$ cat src/rtl/mem_port_arbiter_pkg.sv
// Shared encodings for the unified memory port arbiter: FSM states,
// requester IDs and the access length codes used by the core's load/store decode.
package mem_arb_pkg;

  typedef enum logic [1:0] {
    IDLE = 2'd0,
    WAIT = 2'd1,
    DONE = 2'd2
  } state_e;

  typedef enum logic {
    REQ_IF = 1'b0,
    REQ_DM = 1'b1
  } req_id_e;

  localparam logic [1:0] LEN_NONE = 2'b00;
  localparam logic [1:0] LEN_BYTE = 2'b01;
  localparam logic [1:0] LEN_HALF = 2'b10;
  localparam logic [1:0] LEN_WORD = 2'b11;

endpackage

$ cat src/rtl/mem_port_arbiter_if.sv
// Bundle of the fetch, load/store and memory-side signals around the arbiter.
// slave: the arbiter's view; master: the core and memory driving it.
interface mem_port_arbiter_if;

  logic        IF_req;
  logic [31:0] IF_addr;
  logic        IF_ready;
  logic [31:0] IF_rdata;

  logic        DM_req;
  logic        DM_we;
  logic [31:0] DM_addr;
  logic [31:0] DM_wdata;
  logic [1:0]  DM_length;
  logic        DM_signed;
  logic        DM_ready;
  logic [31:0] DM_rdata;

  logic        MEM_req;
  logic        MEM_we;
  logic [31:0] MEM_addr;
  logic [31:0] MEM_wdata;
  logic [1:0]  MEM_length;
  logic        MEM_signed;
  logic        MEM_ack;
  logic [31:0] MEM_rdata;

  logic        BUS_error;

  modport slave (
    input  IF_req, IF_addr,
    input  DM_req, DM_we, DM_addr, DM_wdata, DM_length, DM_signed,
    input  MEM_ack, MEM_rdata,
    output IF_ready, IF_rdata, DM_ready, DM_rdata,
    output MEM_req, MEM_we, MEM_addr, MEM_wdata, MEM_length, MEM_signed,
    output BUS_error
  );

  modport master (
    output IF_req, IF_addr,
    output DM_req, DM_we, DM_addr, DM_wdata, DM_length, DM_signed,
    output MEM_ack, MEM_rdata,
    input  IF_ready, IF_rdata, DM_ready, DM_rdata,
    input  MEM_req, MEM_we, MEM_addr, MEM_wdata, MEM_length, MEM_signed,
    input  BUS_error
  );

endinterface

$ cat src/rtl/mem_port_arbiter.sv
// Round-robin arbiter sharing one memory port between fetch (IF) and load/store (DM).
// Each access is latched, held until MEM_ack or timeout, then answered with a ready pulse.
module mem_port_arbiter
  import mem_arb_pkg::*;
#(
  parameter int unsigned TIMEOUT_CYCLES = 16
) (
  input  logic SYS_clk,
  input  logic SYS_reset,
  mem_port_arbiter_if.slave bus
);

  localparam logic [7:0] TIMER_LAST = 8'(TIMEOUT_CYCLES - 1);

  state_e      state_q;
  req_id_e     last_grant_q;
  req_id_e     winner_q;
  req_id_e     grant_d;
  logic [7:0]  timer_q;

  logic        mem_req_q;
  logic        mem_we_q;
  logic [31:0] mem_addr_q;
  logic [31:0] mem_wdata_q;
  logic [1:0]  mem_length_q;
  logic        mem_signed_q;

  logic        if_ready_q;
  logic        dm_ready_q;
  logic [31:0] if_rdata_q;
  logic [31:0] dm_rdata_q;
  logic        bus_error_q;

  logic        finish_d;
  logic        err_d;
  logic [31:0] result_d;

  always_comb begin
    grant_d = REQ_IF;
    if (bus.IF_req && bus.DM_req) begin
      grant_d = (last_grant_q == REQ_IF) ? REQ_DM : REQ_IF;
    end else if (bus.DM_req) begin
      grant_d = REQ_DM;
    end
    // an ack on the last timer cycle still counts as a normal completion
    finish_d = bus.MEM_ack || (timer_q == TIMER_LAST);
    err_d    = !bus.MEM_ack;
    result_d = (bus.MEM_ack && !mem_we_q) ? bus.MEM_rdata : 32'd0;
  end

  always_ff @(posedge SYS_clk) begin
    if (SYS_reset) begin
      state_q      <= IDLE;
      last_grant_q <= REQ_DM;
      winner_q     <= REQ_IF;
      timer_q      <= 8'd0;
      mem_req_q    <= 1'b0;
      mem_we_q     <= 1'b0;
      mem_addr_q   <= 32'd0;
      mem_wdata_q  <= 32'd0;
      mem_length_q <= LEN_NONE;
      mem_signed_q <= 1'b0;
      if_ready_q   <= 1'b0;
      dm_ready_q   <= 1'b0;
      if_rdata_q   <= 32'd0;
      dm_rdata_q   <= 32'd0;
      bus_error_q  <= 1'b0;
    end else begin
      if_ready_q  <= 1'b0;
      dm_ready_q  <= 1'b0;
      if_rdata_q  <= 32'd0;
      dm_rdata_q  <= 32'd0;
      bus_error_q <= 1'b0;
      case (state_q)
        IDLE: begin
          if (bus.IF_req || bus.DM_req) begin
            last_grant_q <= grant_d;
            winner_q     <= grant_d;
            timer_q      <= 8'd0;
            mem_req_q    <= 1'b1;
            state_q      <= WAIT;
            if (grant_d == REQ_IF) begin
              mem_we_q     <= 1'b0;
              mem_addr_q   <= bus.IF_addr;
              mem_wdata_q  <= 32'd0;
              mem_length_q <= LEN_WORD;
              mem_signed_q <= 1'b0;
            end else begin
              mem_we_q     <= bus.DM_we;
              mem_addr_q   <= bus.DM_addr;
              mem_wdata_q  <= bus.DM_wdata;
              mem_length_q <= bus.DM_length;
              mem_signed_q <= bus.DM_signed;
            end
          end
        end
        WAIT: begin
          if (finish_d) begin
            mem_req_q   <= 1'b0;
            bus_error_q <= err_d;
            state_q     <= DONE;
            if (winner_q == REQ_IF) begin
              if_ready_q <= 1'b1;
              if_rdata_q <= result_d;
            end else begin
              dm_ready_q <= 1'b1;
              dm_rdata_q <= result_d;
            end
          end else begin
            timer_q <= timer_q + 8'd1;
          end
        end
        DONE:    state_q <= IDLE;
        default: state_q <= IDLE;
      endcase
    end
  end

  assign bus.MEM_req    = mem_req_q;
  assign bus.MEM_we     = mem_we_q;
  assign bus.MEM_addr   = mem_addr_q;
  assign bus.MEM_wdata  = mem_wdata_q;
  assign bus.MEM_length = mem_length_q;
  assign bus.MEM_signed = mem_signed_q;
  assign bus.IF_ready   = if_ready_q;
  assign bus.IF_rdata   = if_rdata_q;
  assign bus.DM_ready   = dm_ready_q;
  assign bus.DM_rdata   = dm_rdata_q;
  assign bus.BUS_error  = bus_error_q;

endmodule
$ cat src/flat_wrapper.sv
// flat-port wrapper written by rule: the top's interface ports become plain ports
module mem_port_arbiter_flat import mem_arb_pkg::*;
#(
  parameter int unsigned TIMEOUT_CYCLES = 16
)
  (SYS_clk, SYS_reset, bus_IF_req, bus_IF_addr, bus_DM_req, bus_DM_we, bus_DM_addr, bus_DM_wdata, bus_DM_length, bus_DM_signed, bus_MEM_ack, bus_MEM_rdata, bus_IF_ready, bus_IF_rdata, bus_DM_ready, bus_DM_rdata, bus_MEM_req, bus_MEM_we, bus_MEM_addr, bus_MEM_wdata, bus_MEM_length, bus_MEM_signed, bus_BUS_error);
  mem_port_arbiter_if bus_i ();
  input  logic SYS_clk;
  input  logic SYS_reset;
  input wire logic [$bits(bus_i.IF_req)-1:0] bus_IF_req;
  input wire logic [$bits(bus_i.IF_addr)-1:0] bus_IF_addr;
  input wire logic [$bits(bus_i.DM_req)-1:0] bus_DM_req;
  input wire logic [$bits(bus_i.DM_we)-1:0] bus_DM_we;
  input wire logic [$bits(bus_i.DM_addr)-1:0] bus_DM_addr;
  input wire logic [$bits(bus_i.DM_wdata)-1:0] bus_DM_wdata;
  input wire logic [$bits(bus_i.DM_length)-1:0] bus_DM_length;
  input wire logic [$bits(bus_i.DM_signed)-1:0] bus_DM_signed;
  input wire logic [$bits(bus_i.MEM_ack)-1:0] bus_MEM_ack;
  input wire logic [$bits(bus_i.MEM_rdata)-1:0] bus_MEM_rdata;
  output wire logic [$bits(bus_i.IF_ready)-1:0] bus_IF_ready;
  output wire logic [$bits(bus_i.IF_rdata)-1:0] bus_IF_rdata;
  output wire logic [$bits(bus_i.DM_ready)-1:0] bus_DM_ready;
  output wire logic [$bits(bus_i.DM_rdata)-1:0] bus_DM_rdata;
  output wire logic [$bits(bus_i.MEM_req)-1:0] bus_MEM_req;
  output wire logic [$bits(bus_i.MEM_we)-1:0] bus_MEM_we;
  output wire logic [$bits(bus_i.MEM_addr)-1:0] bus_MEM_addr;
  output wire logic [$bits(bus_i.MEM_wdata)-1:0] bus_MEM_wdata;
  output wire logic [$bits(bus_i.MEM_length)-1:0] bus_MEM_length;
  output wire logic [$bits(bus_i.MEM_signed)-1:0] bus_MEM_signed;
  output wire logic [$bits(bus_i.BUS_error)-1:0] bus_BUS_error;
  assign bus_i.IF_req = bus_IF_req;
  assign bus_i.IF_addr = bus_IF_addr;
  assign bus_i.DM_req = bus_DM_req;
  assign bus_i.DM_we = bus_DM_we;
  assign bus_i.DM_addr = bus_DM_addr;
  assign bus_i.DM_wdata = bus_DM_wdata;
  assign bus_i.DM_length = bus_DM_length;
  assign bus_i.DM_signed = bus_DM_signed;
  assign bus_i.MEM_ack = bus_MEM_ack;
  assign bus_i.MEM_rdata = bus_MEM_rdata;
  assign bus_IF_ready = bus_i.IF_ready;
  assign bus_IF_rdata = bus_i.IF_rdata;
  assign bus_DM_ready = bus_i.DM_ready;
  assign bus_DM_rdata = bus_i.DM_rdata;
  assign bus_MEM_req = bus_i.MEM_req;
  assign bus_MEM_we = bus_i.MEM_we;
  assign bus_MEM_addr = bus_i.MEM_addr;
  assign bus_MEM_wdata = bus_i.MEM_wdata;
  assign bus_MEM_length = bus_i.MEM_length;
  assign bus_MEM_signed = bus_i.MEM_signed;
  assign bus_BUS_error = bus_i.BUS_error;
  mem_port_arbiter #(.TIMEOUT_CYCLES(TIMEOUT_CYCLES)) u_core (.SYS_clk(SYS_clk), .SYS_reset(SYS_reset), .bus(bus_i));
endmodule
$ cat config.mk
export PLATFORM = sky130hd
export DESIGN_NAME = mem_port_arbiter_flat
export DESIGN_NICKNAME = d
export VERILOG_FILES = /design/src/rtl/mem_port_arbiter_pkg.sv /design/src/rtl/mem_port_arbiter_if.sv /design/src/rtl/mem_port_arbiter.sv /design/src/flat_wrapper.sv
export SDC_FILE = /design/constraint.sdc
export NUM_CORES = 1
export LEC_CHECK = 0
export ABC_CLOCK_PERIOD_IN_PS = 2100
export CORE_ASPECT_RATIO = 0.6
export CORE_MARGIN = 3
export CORE_UTILIZATION = 30
export CTS_CLUSTER_DIAMETER = 150
export DETAILED_ROUTE_END_ITERATION = 16
export GPL_TIMING_DRIVEN = 0
export PLACE_DENSITY = 0.72
export SLEW_MARGIN = 20
export SYNTH_ARGS = -nofsm -noshare
export SYNTH_HDL_FRONTEND = slang
export SYNTH_SLANG_ARGS = --single-unit
$ cat constraint.sdc
create_clock -name SYS_clk -period 2.1 [get_ports SYS_clk]
set_input_delay 0.42 -clock SYS_clk [delete_from_list [all_inputs] [get_ports SYS_clk]]
set_output_delay 0.42 -clock SYS_clk [all_outputs]
set_load 0.05 [all_outputs]
==> metrics.md <==
| Metric | Value |
|---|---|
| Internal Power | 0.00512 W |
| Ys Warns | 0 |
| Ports | 273 |
| Largest net degree at the start of global routing | 17 |
| Adder-Cell Fraction of Synth Area | 0.248% |
| Final core occ | 52.7% |
| GR Util All Layers | 17.5% |
| First-pass GRT wire length | 25600 um |
| WHS Path Cells | 2 |
| Crit-path leading delay family | buffers and inverters |
| Initial antenna violation count | 0 |
| Die height | 106 um |
| Clock network fraction of total power | 39.6% |
| Setup slack after layout | 0.0809 ns |
| Min-delay worst type | flop to flop |
| First-pass DRT Iterations | 4 |
| Routed Antenna Nets | 0 |
| Crit. path cell count | 1 |
| Max_cap viols | 0 |
| Comb pwr share | 19.5% |
| Fin nets | 908 |
| Flop2flop setup slack | 0.21 ns |
| Status | finished, final reports clean |
| Final setup skew | 0.0165 ns |
| Clock tree sinks | 148 |
| Yosys cell types | 40 |
| Multiplexer share of the synthesized area | 6.36% |
| Per-cell routed wire length | 16.5 um |
| Fin crit period | 2.02 ns |
| Final hold violations | 0 |
| CTS Buf Count | 17 |
| Sw Ratio | 30.3% |
| Crit path cell chain | clkdlybuf4s50_1 |
| Rel. slew slack | 58.9% |
| CTS root buffer | clkbuf_16 |
| Crit-path slowest cell | clkdlybuf4s50_1 |
| Crit path capture | bus_MEM_wdata[0] |
| Setup crit end kind | output port |
| Die area | 18400 sq um |
| F_max | 495 MHz |
| Compound-cell area share of the yosys netlist | 13.3% |
| Placed Cells incl. Taps | 978 |
| FF-to-FF End | u_core.timer_q[4] |
| Worst Tran Pin Value | 0.617 ns |
| Cells after synthesis | 479 |
| #FFs+latches synth | 148 |
| Pleak | 3.45 nW |
| Via count | 4623 |
| Synth Area in Simple Gates | 17.7% |
| Worst R2R Path Depth | 6 |
| Req. time, crit path | 1.68 ns |
| Syn nets | 617 |
| CP Launch Type | flop |
| Congestion Overflow GR | 0 |
| Final max-slew violation count | 0 |
| CTS tree | yes |
| Number of antenna diodes | 0 |
| Register area share after synthesis | 58.8% |
| Seq pwr share | 40.9% |
| Placement Setup Slack | -0.468 ns |
| Switching Power | 0.00222 W |
| Routability congestion estimate from global placement | 0.765 |
| Number of DRC markers in iteration 0 | 236 |
| Final HPWL DP | 12700 um |
| Die span in x | 173 um |
| Synthesized area per cell | 10.5 sq um |
| Number of H-tree levels | 4 |
| Via density | 4.57 |
| Worst EP arrival | 1.60 ns |
| Mapped cell area | 5040 sq um |
| Final instance area | 8620 sq um |
| WP buf/inv | 1 |
| Post-Synth XOR/XNOR Area | 0% |
| Non-Filler Instances | 1011 |
| Clock latency at the later pin of the worst-skew pair | 0.41 ns |
| Critical path startpoint | u_core.bus.MEM_wdata[0] |
| DRC Markers | 0 |
| Worst VDD drop | 0.000444 V |
| Share of cells above drive strength 1 | 7.54% |
| Area of placed instances | 8040 sq um |
| Initial Utilization | 30.8% |
| # hold bufs at CTS | 0 |
| Deepest clock path buffer count | 2 |
| Vias in the first global route | 4624 |
| Final WL | 16600 um |
| Port Buf Inserts | 271 |
| Clock-pin slew on the worst setup and hold paths | 0.07 ns |
| Power per cell area | 852 nW/um^2 |
| # fillers | 1498 |
| Final worst-path cycle share | 96.1% |
| Row Count | 36 |
| Critical Path Fanout Max | 2 |
| Core area | 16400 sq um |
| RR Startpoint | u_core.timer_q[0] |
| Final setup fails | 0 |
| Unrepaired setup endpoints after global routing | false |
| WS Path Type | flop to output port |
| Slowest cell delay on critical path | 0.86 ns |
| Layout area overhead | 71.1% |
| Largest family of logic cells by synthesized area | simple AND/OR/NAND/NOR gates |
[sequential cells by signal, indices dropped and copies added, names as in the netlist]
| name | count |
|---|---|
| u_core.bus.DM_rdata | 32 |
| u_core.last_grant_q | 1 |
| u_core.bus.MEM_req | 1 |
| u_core.bus.MEM_we | 1 |
| u_core.timer_q | 8 |
| u_core.bus.MEM_addr | 32 |
| u_core.bus.IF_rdata | 32 |
| u_core.state_q | 2 |
| u_core.bus.BUS_error | 1 |
| u_core.bus.IF_ready | 1 |
| u_core.bus.MEM_wdata | 32 |
| u_core.bus.DM_ready | 1 |
| u_core.bus.MEM_length | 2 |
| u_core.winner_q | 1 |
| u_core.bus.MEM_signed | 1 |
[placed cells by master, fill, tap and decap left out, types with 3 or more instances in the layout]
master           netlist  final
a22oi_1               34     34
a211oi_1              32     32
nand3_1                8      8
clkbuf_1              21     21
buf_1                  6      6
nor2_1                68     68
clkbuf_16              0     17
and3_1                65     65
dfxtp_1              148    148
nand2_1                6      6
a21oi_1                6      6
a31oi_1                3      3
inv_6                  0      6
buf_2                 13     13
clkdlybuf4s50_1        0    271
clkinv_4               0      3
mux2i_1               32     32
[power groups by stage]
stage | Combinational (W) | Sequential [W] | Clock (W)
after floorplan | 0.000367 | 0.00349 | 0
after global placement | 0.00143 | 0.00306 | 0
after detailed placement | 0.00144 | 0.00307 | 0
after CTS | 0.00144 | 0.00300 | 0.00299
after global routing | 0.00152 | 0.00302 | 0.00312
final | 0.00143 | 0.00300 | 0.00290
[cells in the mapped netlist (all sizes together)]
master | instances | area [sq um]
a21oi | 7 | 38.8
or4 | 1 | 7.51
o211ai | 1 | 7.51
o21ai | 3 | 15.0
o2111ai | 2 | 17.5
a21boi | 1 | 7.51
nand4 | 1 | 6.26
nor4b | 1 | 23.8
a211o | 1 | 8.76
o41ai | 2 | 17.5
nand2 | 6 | 22.5
and2 | 1 | 6.26
o31ai | 1 | 7.51
or4b | 1 | 10.0
or2 | 2 | 12.5
buf | 19 | 87.6
o21a | 2 | 15.0
or3 | 1 | 6.26
a211oi | 32 | 240
dfxtp | 148 | 2960
nor2b | 2 | 12.5
nor4 | 4 | 55.1
and3 | 65 | 407
inv | 1 | 3.75
ha | 1 | 12.5
a31oi | 3 | 18.8
nand3 | 8 | 40.0
a22oi | 34 | 255
nand2b | 1 | 13.8
o221a | 2 | 22.5
mux2i | 32 | 320
nor2 | 68 | 255
nor3 | 1 | 5.00
nand3b | 1 | 7.51
clkbuf | 23 | 88.8
[cell families (layout without fill, tap and decap cells)]
group,Yosys count,after routing
mux,32,32
simple gates,164,164
flops,148,148
buf+inv,43,347
compound gates,91,91
fa+ha+maj,1,1
[per-stage QoR]
step,power (W),hold WS (ns),TNS (ns)
floorplan,0.00386,0.433,0
global placement,0.00449,0.446,-23.41
detailed placement,0.00450,0.459,-24.10
CTS,0.00744,0.476,0
global route,0.00766,0.514,0
finish,0.00734,0.478,0
[metal layers]
layer  part of all wire, %  up-vias  global-route usage [%]
met5                     0        -                       0
met4                  0.88        0                    4.45
met3                   8.2       12                    7.14
met2                    43      158                    25.9
met1                    48     2146                    23.5
li1                      -     2307                       -
[layout make-up]
cell class | instances | area (sq um) | area share, %
sequential | 148 | 2960 | 34.4
timing repair buffer | 272 | 2720 | 31.6
multi-input combinational | 288 | 1900 | 22.0
clock buffer | 18 | 439 | 5.10
tap | 228 | 285 | 3.31
buffer | 42 | 176 | 2.05
clock inverter | 14 | 133 | 1.54
inverter | 1 | 3.75 | 0.0435
[worst min path at each step]
stage,slack [ns],endpoint,from
6_report,0.48,u_core.bus.MEM_req,u_core.bus.MEM_req
5_1_grt,0.51,u_core.last_grant_q,u_core.last_grant_q
4_1_cts,0.48,u_core.last_grant_q,u_core.last_grant_q
3_5_place_dp,0.46,u_core.last_grant_q,u_core.last_grant_q
3_3_place_gp,0.45,u_core.last_grant_q,u_core.last_grant_q
2_1_floorplan,0.43,u_core.last_grant_q,u_core.last_grant_q
[repair_timing]
action,4_1_cts,5_1_grt
buffers inserted,0,1
resized for setup,1,0
pin swaps,0,1
setup endpoints to repair,4,26
(Power assumes the default switching activity.)
